**src/rtl/serv_mem_arbiter.sv**
```systemverilog
// Three-way Wishbone-classic arbiter (ibus, dbus, external master) onto one memory port.
// Define SERV_MEM_ARBITER_TIMEOUT_EN to build in the bus-timeout watchdog.
module serv_mem_arbiter #(
  parameter              RESET_STRATEGY = "MINI",
  parameter int unsigned STARVE_LIMIT   = 4,
  parameter int unsigned TIMEOUT_CYCLES = 255
) (
  input  logic        i_clk,
  input  logic        i_rst,
  input  logic [31:0] i_ibus_adr,
  input  logic        i_ibus_cyc,
  output logic [31:0] o_ibus_rdt,
  output logic        o_ibus_ack,
  input  logic [31:0] i_dbus_adr,
  input  logic [31:0] i_dbus_dat,
  input  logic [3:0]  i_dbus_sel,
  input  logic        i_dbus_we,
  input  logic        i_dbus_cyc,
  output logic [31:0] o_dbus_rdt,
  output logic        o_dbus_ack,
  input  logic [31:0] i_ext_adr,
  input  logic [31:0] i_ext_dat,
  input  logic [3:0]  i_ext_sel,
  input  logic        i_ext_we,
  input  logic        i_ext_cyc,
  output logic [31:0] o_ext_rdt,
  output logic        o_ext_ack,
  output logic [31:0] o_wb_adr,
  output logic [31:0] o_wb_dat,
  output logic [3:0]  o_wb_sel,
  output logic        o_wb_we,
  output logic        o_wb_cyc,
  input  logic [31:0] i_wb_rdt,
  input  logic        i_wb_ack,
  output logic [1:0]  o_grant,
  output logic        o_timeout
);

  if (STARVE_LIMIT < 1 || STARVE_LIMIT > 15) begin : g_bad_starve_limit
    $error("serv_mem_arbiter: STARVE_LIMIT must be 1..15");
  end
  if (TIMEOUT_CYCLES < 1 || TIMEOUT_CYCLES > 65535) begin : g_bad_timeout_cycles
    $error("serv_mem_arbiter: TIMEOUT_CYCLES must be 1..65535");
  end

  localparam logic [3:0] STARVE_LIM = 4'(STARVE_LIMIT);

  typedef enum logic [1:0] {
    IDLE  = 2'd0,
    GNT_I = 2'd1,
    GNT_D = 2'd2,
    GNT_X = 2'd3
  } state_t;

  state_t     state, state_nxt;
  logic [3:0] starve_cnt, starve_nxt;
  logic       real_ack;
  logic       to_hit;
  logic       force_ack;
  logic       ack_any;
  logic [31:0] rdt;

  assign o_grant = state;

  // Memory-side request mux; the granted master's cyc is passed straight through.
  always_comb begin
    o_wb_cyc = 1'b0;
    o_wb_adr = '0;
    o_wb_dat = '0;
    o_wb_sel = '0;
    o_wb_we  = 1'b0;
    case (state)
      GNT_I: begin
        o_wb_cyc = i_ibus_cyc;
        o_wb_adr = i_ibus_adr;
        o_wb_sel = '1;
      end
      GNT_D: begin
        o_wb_cyc = i_dbus_cyc;
        o_wb_adr = i_dbus_adr;
        o_wb_dat = i_dbus_dat;
        o_wb_sel = i_dbus_sel;
        o_wb_we  = i_dbus_we;
      end
      GNT_X: begin
        o_wb_cyc = i_ext_cyc;
        o_wb_adr = i_ext_adr;
        o_wb_dat = i_ext_dat;
        o_wb_sel = i_ext_sel;
        o_wb_we  = i_ext_we;
      end
      default: ;
    endcase
  end

  assign real_ack  = i_wb_ack & o_wb_cyc;
  assign force_ack = to_hit & o_wb_cyc;
  assign ack_any   = real_ack | force_ack;
  assign rdt       = force_ack ? '0 : i_wb_rdt;

  assign o_ibus_rdt = rdt;
  assign o_dbus_rdt = rdt;
  assign o_ext_rdt  = rdt;
  assign o_ibus_ack = ack_any & (state == GNT_I);
  assign o_dbus_ack = ack_any & (state == GNT_D);
  assign o_ext_ack  = ack_any & (state == GNT_X);

  always_comb begin
    state_nxt  = state;
    starve_nxt = starve_cnt;
    case (state)
      IDLE: begin
        if (i_ext_cyc && (starve_cnt == STARVE_LIM)) state_nxt = GNT_X;
        else if (i_dbus_cyc)                         state_nxt = GNT_D;
        else if (i_ibus_cyc)                         state_nxt = GNT_I;
        else if (i_ext_cyc)                          state_nxt = GNT_X;
        // Counts core grants handed out while ext waits; any ext grant or idle ext resets it.
        if (!i_ext_cyc || (state_nxt == GNT_X))
          starve_nxt = '0;
        else if ((state_nxt != IDLE) && (starve_cnt < STARVE_LIM))
          starve_nxt = starve_cnt + 4'd1;
      end
      GNT_X: begin
        if (!i_ext_cyc || ack_any || to_hit) state_nxt = IDLE;
      end
      default: begin
        if (ack_any || to_hit) state_nxt = IDLE;
      end
    endcase
  end

  always_ff @(posedge i_clk) begin
    state      <= state_nxt;
    starve_cnt <= starve_nxt;
    if (i_rst) begin
      state <= IDLE;
      if (RESET_STRATEGY != "NONE") starve_cnt <= '0;
    end
  end

`ifdef SERV_MEM_ARBITER_TIMEOUT_EN
  localparam logic [15:0] TO_LAST = 16'(TIMEOUT_CYCLES - 1);

  logic [15:0] to_cnt;

  // A real ack on the expiry cycle completes normally and does not set the flag.
  assign to_hit = (state != IDLE) & (to_cnt == TO_LAST) & ~real_ack;

  always_ff @(posedge i_clk) begin
    if (state == IDLE)
      to_cnt <= '0;
    else if (!i_wb_ack)
      to_cnt <= to_cnt + 16'd1;
    if (to_hit)
      o_timeout <= 1'b1;
    if (i_rst) begin
      o_timeout <= 1'b0;
      if (RESET_STRATEGY != "NONE") to_cnt <= '0;
    end
  end
`else
  assign to_hit    = 1'b0;
  assign o_timeout = 1'b0;
`endif

endmodule

```
**config.mk**
```make
export PLATFORM = sky130hd
export DESIGN_NAME = serv_mem_arbiter
export DESIGN_NICKNAME = d
export VERILOG_FILES = /design/src/rtl/serv_mem_arbiter.sv
export SDC_FILE = /design/constraint.sdc
export NUM_CORES = 1
export LEC_CHECK = 0
export BUFFER_PORTS_ARGS = -buffer_cell sky130_fd_sc_hd__buf_2
export CORE_AREA = 3 3 149 151
export CTS_CLUSTER_SIZE = 20
export DETAILED_ROUTE_END_ITERATION = 10
export DIE_AREA = 0 0 152 154
export PLACE_DENSITY = 0.52
export SETUP_SLACK_MARGIN = 0.05
export SKIP_LAST_GASP = 1
export SYNTH_ARGS = -nofsm -noshare
export SYNTH_HDL_FRONTEND = slang
export SYNTH_SLANG_ARGS = --single-unit
```
**constraint.sdc**
```tcl
create_clock -name i_clk -period 1.34 [get_ports i_clk]
set_clock_uncertainty 0.05 [all_clocks]
set_input_delay 0.201 -clock i_clk [delete_from_list [all_inputs] [get_ports i_clk]]
set_output_delay 0.201 -clock i_clk [all_outputs]
set_load 0.01 [all_outputs]
```
==> results of run 1 <==
## sequential cells by signal, summed over array words and instances, names as in the netlist
signal	flops
o_grant	2
starve_cnt	4
## what timing repair did
| action | CTS | global route |
|---|---|---|
| pin swaps | 3 | 3 |
| resized for setup | 15 | 6 |
| buffers inserted | 3 | 3 |
| setup endpoints to repair | 79 | 79 |
| gates cloned | 1 | 0 |
## power by group through the flow
stage	Sequential [mW]	Clock (mW)	Combinational, mW
floorplan	0.202	0	1.07
global placement	0.210	0	1.48
detailed placement	0.210	0	1.48
CTS	0.208	0.530	1.56
global route	0.210	0.543	1.69
finish	0.208	0.513	1.56
## worst max-delay path: cells and delay by family (launching register included)
family	cells	cell delay, ns
buf+inv	2	0.32
flops	1	0.39
mux	1	0.34
compound gates	1	0.20
## cells by family (layout without fill, tap and decap cells)
logic type,count (synthesis),after routing,synth area share (%)
buffers and inverters,124,295,34.6
muxes,66,66,27.6
and+or+nand+nor,61,61,14.5
AOI/OAI and AO/OA,51,51,17.4
DFF,6,6,4.72
adders and majority gates,2,2,0.984
other,1,1,0.147
## stage by stage
step	utilization, %	power (mW)
floorplan	-	1.27
global placement	17.2	1.69
global route	18.4	2.44
CTS	18.1	2.30
detailed placement	17.2	1.69
finish	18.4	2.28
## cell type report
class                      count  area (sq um)
sequential                     6           130
inverter                       4          15.0
multi-input combinational    181          1650
clock buffer                   4          78.8
fill                        2396         17100
timing repair buffer         287          1640
tap                          275           344
## routing by layer
| metal | share of wire [%] | wire, um | GRT usage (%) |
|---|---|---|---|
| met1 | 38 | 4580 | 11.0 |
| met2 | 49 | 5920 | 16.4 |
| met3 | 9.4 | 1130 | 2.79 |
| met4 | 3.1 | 378 | 3.00 |
| met5 | 0 | 0 | 0 |
## cells in the final DEF, fill, tap and decap left out, types with 2 or more instances in the layout
cell	count
buf_2	250
nor2b_1	33
a22o_1	32
mux2_2	30
mux2i_1	29
buf_4	25
nand2_1	10
nor2_1	9
a21oi_1	6
buf_12	5
buf_6	4
mux2_4	3
mux2i_4	3
o32ai_2	3
clkbuf_16	3
inv_2	2
nor3b_2	2
inv_1	2
dfxtp_4	2
buf_8	2
dfxtp_2	2
dfxtp_1	2
## worst paths after layout
| path | start | endpoint | slack, ns |
|---|---|---|---|
| max | o_grant[0]$_SDFFE_PP0P_ | o_wb_adr[20] | -0.41 |
| max reg2reg | o_grant[1]$_SDFFE_PP0P_ | starve_cnt[2]$_SDFFE_PP0P_ | -0.16 |
| min reg2reg | starve_cnt[3]$_SDFFE_PP0P_ | starve_cnt[3]$_SDFFE_PP0P_ | 0.46 |
| min | i_rst | starve_cnt[3]$_SDFFE_PP0P_ | 0.14 |
==> results_dict.tcl, run 1 <==
set metrics [dict create \
    worstSetupPathType "reg2out" \
    nNetsFinal 693 \
    yosys_register_bits 6 \
    grtUsageTotal_pct 9.37 \
    drive_above_1_share_pct 72.8 \
    cp_data_arrival_time_ns 1.50 \
    ctsHoldBuffers 0 \
    io_buffers 250 \
    cts.clk_slew.worst_paths_ns 0.04 \
    wl_per_cell_um 15.9 \
    core_area_sq_um 21000 \
    insertedDiodeCount 0 \
    synth_area_leader_cell "buf_4" \
    ant_nets 0 \
    synth_top_area_share_pct 29.2 \
    cts_inserted_buffers 3 \
    drt-total-wl_mm 12.0 \
    clkPwrFrac_pct 22.5 \
    fmax_mhz 571 \
    power.switching_mw 0.853 \
    grt_overflow 0 \
    place_congestion 0.811 \
    grt_max_degree 26 \
    async_reset_ff_share_pct 0 \
    r2r_cells 5 \
    swShare_pct 37.5 \
    syn_nets 521 \
    vias_per_cell 3.68 \
    min_path_type "in2reg" \
    status "complete, but fails checks" \
    p_int_mw 1.42 \
    numClockSinks 6 \
    p_seq_share_pct 9.1 \
    drcViolationCount 0 \
    cts_tree "built" \
    totalNegativeSetupSlack_ns -23.10 \
    area_delta_synth_final_pct 51.6 \
    peakVddDrop_v 0.000353 \
    synth_seq_area_share_pct 4.72 \
    synthTopCellsByArea "buf_4 29%, mux2_2 14%, mux2i_1 13%, a22o_1 11%, nor2b_1 8.4%" \
    finalMaxSlewViolations 0 \
    start_util_pct 12.1 \
    whs_path_depth 2 \
    hpwl_mm 10.1 \
    worst_ep_required_time_ns 1.09 \
    die_h_um 154 \
    final_cell_count_no_fill 757 \
    std_cell_rows 53 \
    pwr-share-comb_pct 68.3 \
    synth_warnings 0 \
    clock_latency_ns 0.23 \
    whs_ns 0.136 \
    synth_enable_flop_cells 0 \
    placed_area_sq_um 3600 \
    worst_path_largest_cell_delay_ns 0.39 \
    yosys-top-cells-count "99 x buf_4, 34 x nor2b_1, 33 x mux2i_1, 32 x a22o_1, 32 x mux2_2" \
    syn_area_per_cell_sq_um 8.18 \
    grt_pass1_wl_mm 17.4 \
    vias 2783 \
    synthFlopType "dfxtp_1" \
    die_area_sq_um 23400 \
    yosysMostFrequentCell "buf_4" \
    ys_types 34 \
    min_period_over_period_pct 131 \
    die_w_um 152 \
    drt-pass1-iter-count 4 \
    critPathMaxFanout 15 \
    p_per_area_nw_per_um2 591 \
    min_period_ns 1.75 \
    antenna_found_initial 0 \
    rsz0062_at_grt "true" \
    final_cell_area_sq_um 3850 \
    netlist_area_sq_um 2540 \
    io_pins 380 \
    startpoint_type "register" \
    setup_slack_ns -0.411 \
    hold_viol 0 \
    place_inst 746 \
    grt_pass1_vias 2916 \
    drt-initial-drc-count 81 \
    clock-root-buffer "clkbuf_16" \
    slowest_stage "dfxtp_4" \
    p_leak_nw 1.96 \
    cp-end-kind "output pin" \
    cts.path.max_buffers 2 \
    setup_viol 78 \
    h-tree-depth 1 \
    dp_slack_ns -0.197 \
    syn_inst 311 \
    violations "negative setup slack" \
    maxCapViolCount 0 \
    path_cells "buf_12, mux2_2, a22o_1, buf_2" \
]
Note: power is estimated with default switching activity, not from simulation.
==> run 2, diff against run 1 <==
--- a/config.mk
+++ b/config.mk
@@ -10,7 +10,7 @@
 export CTS_CLUSTER_SIZE = 20
 export DETAILED_ROUTE_END_ITERATION = 10
 export DIE_AREA = 0 0 152 154
-export PLACE_DENSITY = 0.52
+export PLACE_DENSITY = 0.43
 export SETUP_SLACK_MARGIN = 0.05
 export SKIP_LAST_GASP = 1
 export SYNTH_ARGS = -nofsm -noshare
==> results_dict.tcl, run 2 (synthesis gave the netlist of run 1 again) <==
set metrics [dict create \
    status "complete, but fails checks" \
    violations "negative setup slack" \
    ctsHoldBuffers 0 \
    grt_pass1_vias 2907 \
    final_cell_area_sq_um 3990 \
    num-fill-cells 2413 \
    ant_nets 0 \
    insertedDiodeCount 0 \
    die_area_sq_um 23400 \
    numClockSinks 6 \
    wl_per_cell_um 15.5 \
    drt-pass1-iter-count 4 \
    place_congestion 0.760 \
    drt-total-wl_mm 11.8 \
    fmax_mhz 558 \
    clock_latency_ns 0.23 \
    setup_viol 77 \
    setup_slack_ns -0.453 \
    maxCapViolCount 0 \
    dp_slack_ns -0.299 \
    placed_area_sq_um 3580 \
    final_cell_count_no_fill 760 \
    vias_per_cell 3.62 \
    p_leak_nw 2.02 \
    place_inst 745 \
    grt_overflow 0 \
    cp-end-kind "output pin" \
    cts.clk_slew.worst_paths_ns 0.04 \
    final_common_cell "buf_2" \
    area_delta_synth_final_pct 57.0 \
    peakVddDrop_v 0.000306 \
    critPathMaxFanout 14 \
    largest_reg_flops 4 \
    totalNegativeSetupSlack_ns -27.31 \
    startpoint_type "register" \
    regMostFlops "starve_cnt" \
    min_period_over_period_pct 134 \
    hpwl_mm 9.67 \
    nNetsFinal 696 \
    cp_data_arrival_time_ns 1.54 \
    io_pins 380 \
    min_path_type "in2reg" \
    drive_above_1_share_pct 73.8 \
    drt-initial-drc-count 70 \
    worstSetupPathType "reg2out" \
    std_cell_rows 53 \
    final_cell_mix "250 x buf_2, 33 x nor2b_1, 30 x a22o_1, 30 x mux2_2, 29 x mux2i_1" \
    vias 2750 \
    antenna_found_initial 0 \
    grt_max_degree 37 \
    rsz0062_at_grt "true" \
    hold_viol 0 \
    h-tree-depth 1 \
    die_w_um 152 \
    drcViolationCount 0 \
    p_per_area_nw_per_um2 586 \
    cts_tree "built" \
    worst_ep_required_time_ns 1.09 \
    cts.path.max_buffers 2 \
    finalMaxSlewViolations 0 \
    min_period_ns 1.79 \
    start_util_pct 12.1 \
    r2r-end "starve_cnt[2]$_SDFFE_PP0P_" \
    ff2ff_setup_slack_ns -0.11 \
    clock-root-buffer "clkbuf_16" \
    io_buffers 250 \
    core_area_sq_um 21000 \
    reg2reg_from "o_grant[0]$_SDFFE_PP0P_" \
    grtUsageTotal_pct 8.89 \
    grt_pass1_wl_mm 16.5 \
    r2r_cells 5 \
    die_h_um 154 \
    startpoint "o_grant[0]$_SDFFE_PP0P_" \
    crit_end "o_wb_adr[25]" \
    cts_inserted_buffers 3 \
]
## run 2: final cells by class
| type | count | area [sq um] | area share, % |
|---|---|---|---|
| clock buffer | 4 | 78.8 | 1.97 |
| inverter | 4 | 15.0 | 0.376 |
| timing repair buffer | 290 | 1770 | 44.2 |
| sequential | 6 | 130 | 3.26 |
| tap | 275 | 344 | 8.62 |
| multi-input combinational | 181 | 1660 | 41.5 |
## run 2: layer usage
layer / track usage, % / wire length, um / part of all wire (%) / up-vias
li1: - / - / - / 1335
met1: 9.99 / 4460 / 38 / 1217
met2: 16.4 / 5920 / 50 / 164
met3: 2.65 / 1160 / 9.8 / 34
met4: 2.27 / 223 / 1.9 / 0
met5: 0 / 0 / 0 / -
## run 2: power by group
group,total (mW),leakage [nW],switching (mW),internal [mW]
logic,1.62,1.93,0.720,0.898
clock network,0.513,0.0382,0.117,0.396
registers,0.208,0.0511,0.0185,0.190
## run 2: repair_timing
action,4_1_cts,5_1_grt
setup endpoints to repair,80,80
pin swaps,1,5
gates cloned,3,1
setup buffers,2,5
resized for setup,15,14
## run 2: how the worst min path moves through the flow
stage,startpoint,slack (ns),cells past startpoint,endpoint
2_1_floorplan,i_rst,0.23,1,starve_cnt[3]$_SDFFE_PP0P_
3_3_place_gp,i_wb_rdt[14],0.35,0,o_ext_rdt[14]
3_5_place_dp,i_wb_rdt[14],0.35,0,o_ext_rdt[14]
4_1_cts,i_rst,0.14,2,starve_cnt[3]$_SDFFE_PP0P_
5_1_grt,i_rst,0.15,2,starve_cnt[3]$_SDFFE_PP0P_
6_report,i_rst,0.14,2,starve_cnt[3]$_SDFFE_PP0P_
## run 2: worst max-delay path: stages, from the launching register on
cell and delay (ns):
dfxtp_4 0.41, buf_12 0.16, mux2_2 0.34, a22o_4 0.24, buf_2 0.15
## run 2: per-stage QoR
step / hold slack (ns) / util (%) / power, mW
detailed placement: 0.352 / 17.1 / 1.66
global placement: 0.352 / 17.1 / 1.66
global route: 0.153 / 19.0 / 2.50
floorplan: 0.227 / - / 1.27
CTS: 0.142 / 18.4 / 2.29
finish: 0.137 / 19.0 / 2.34
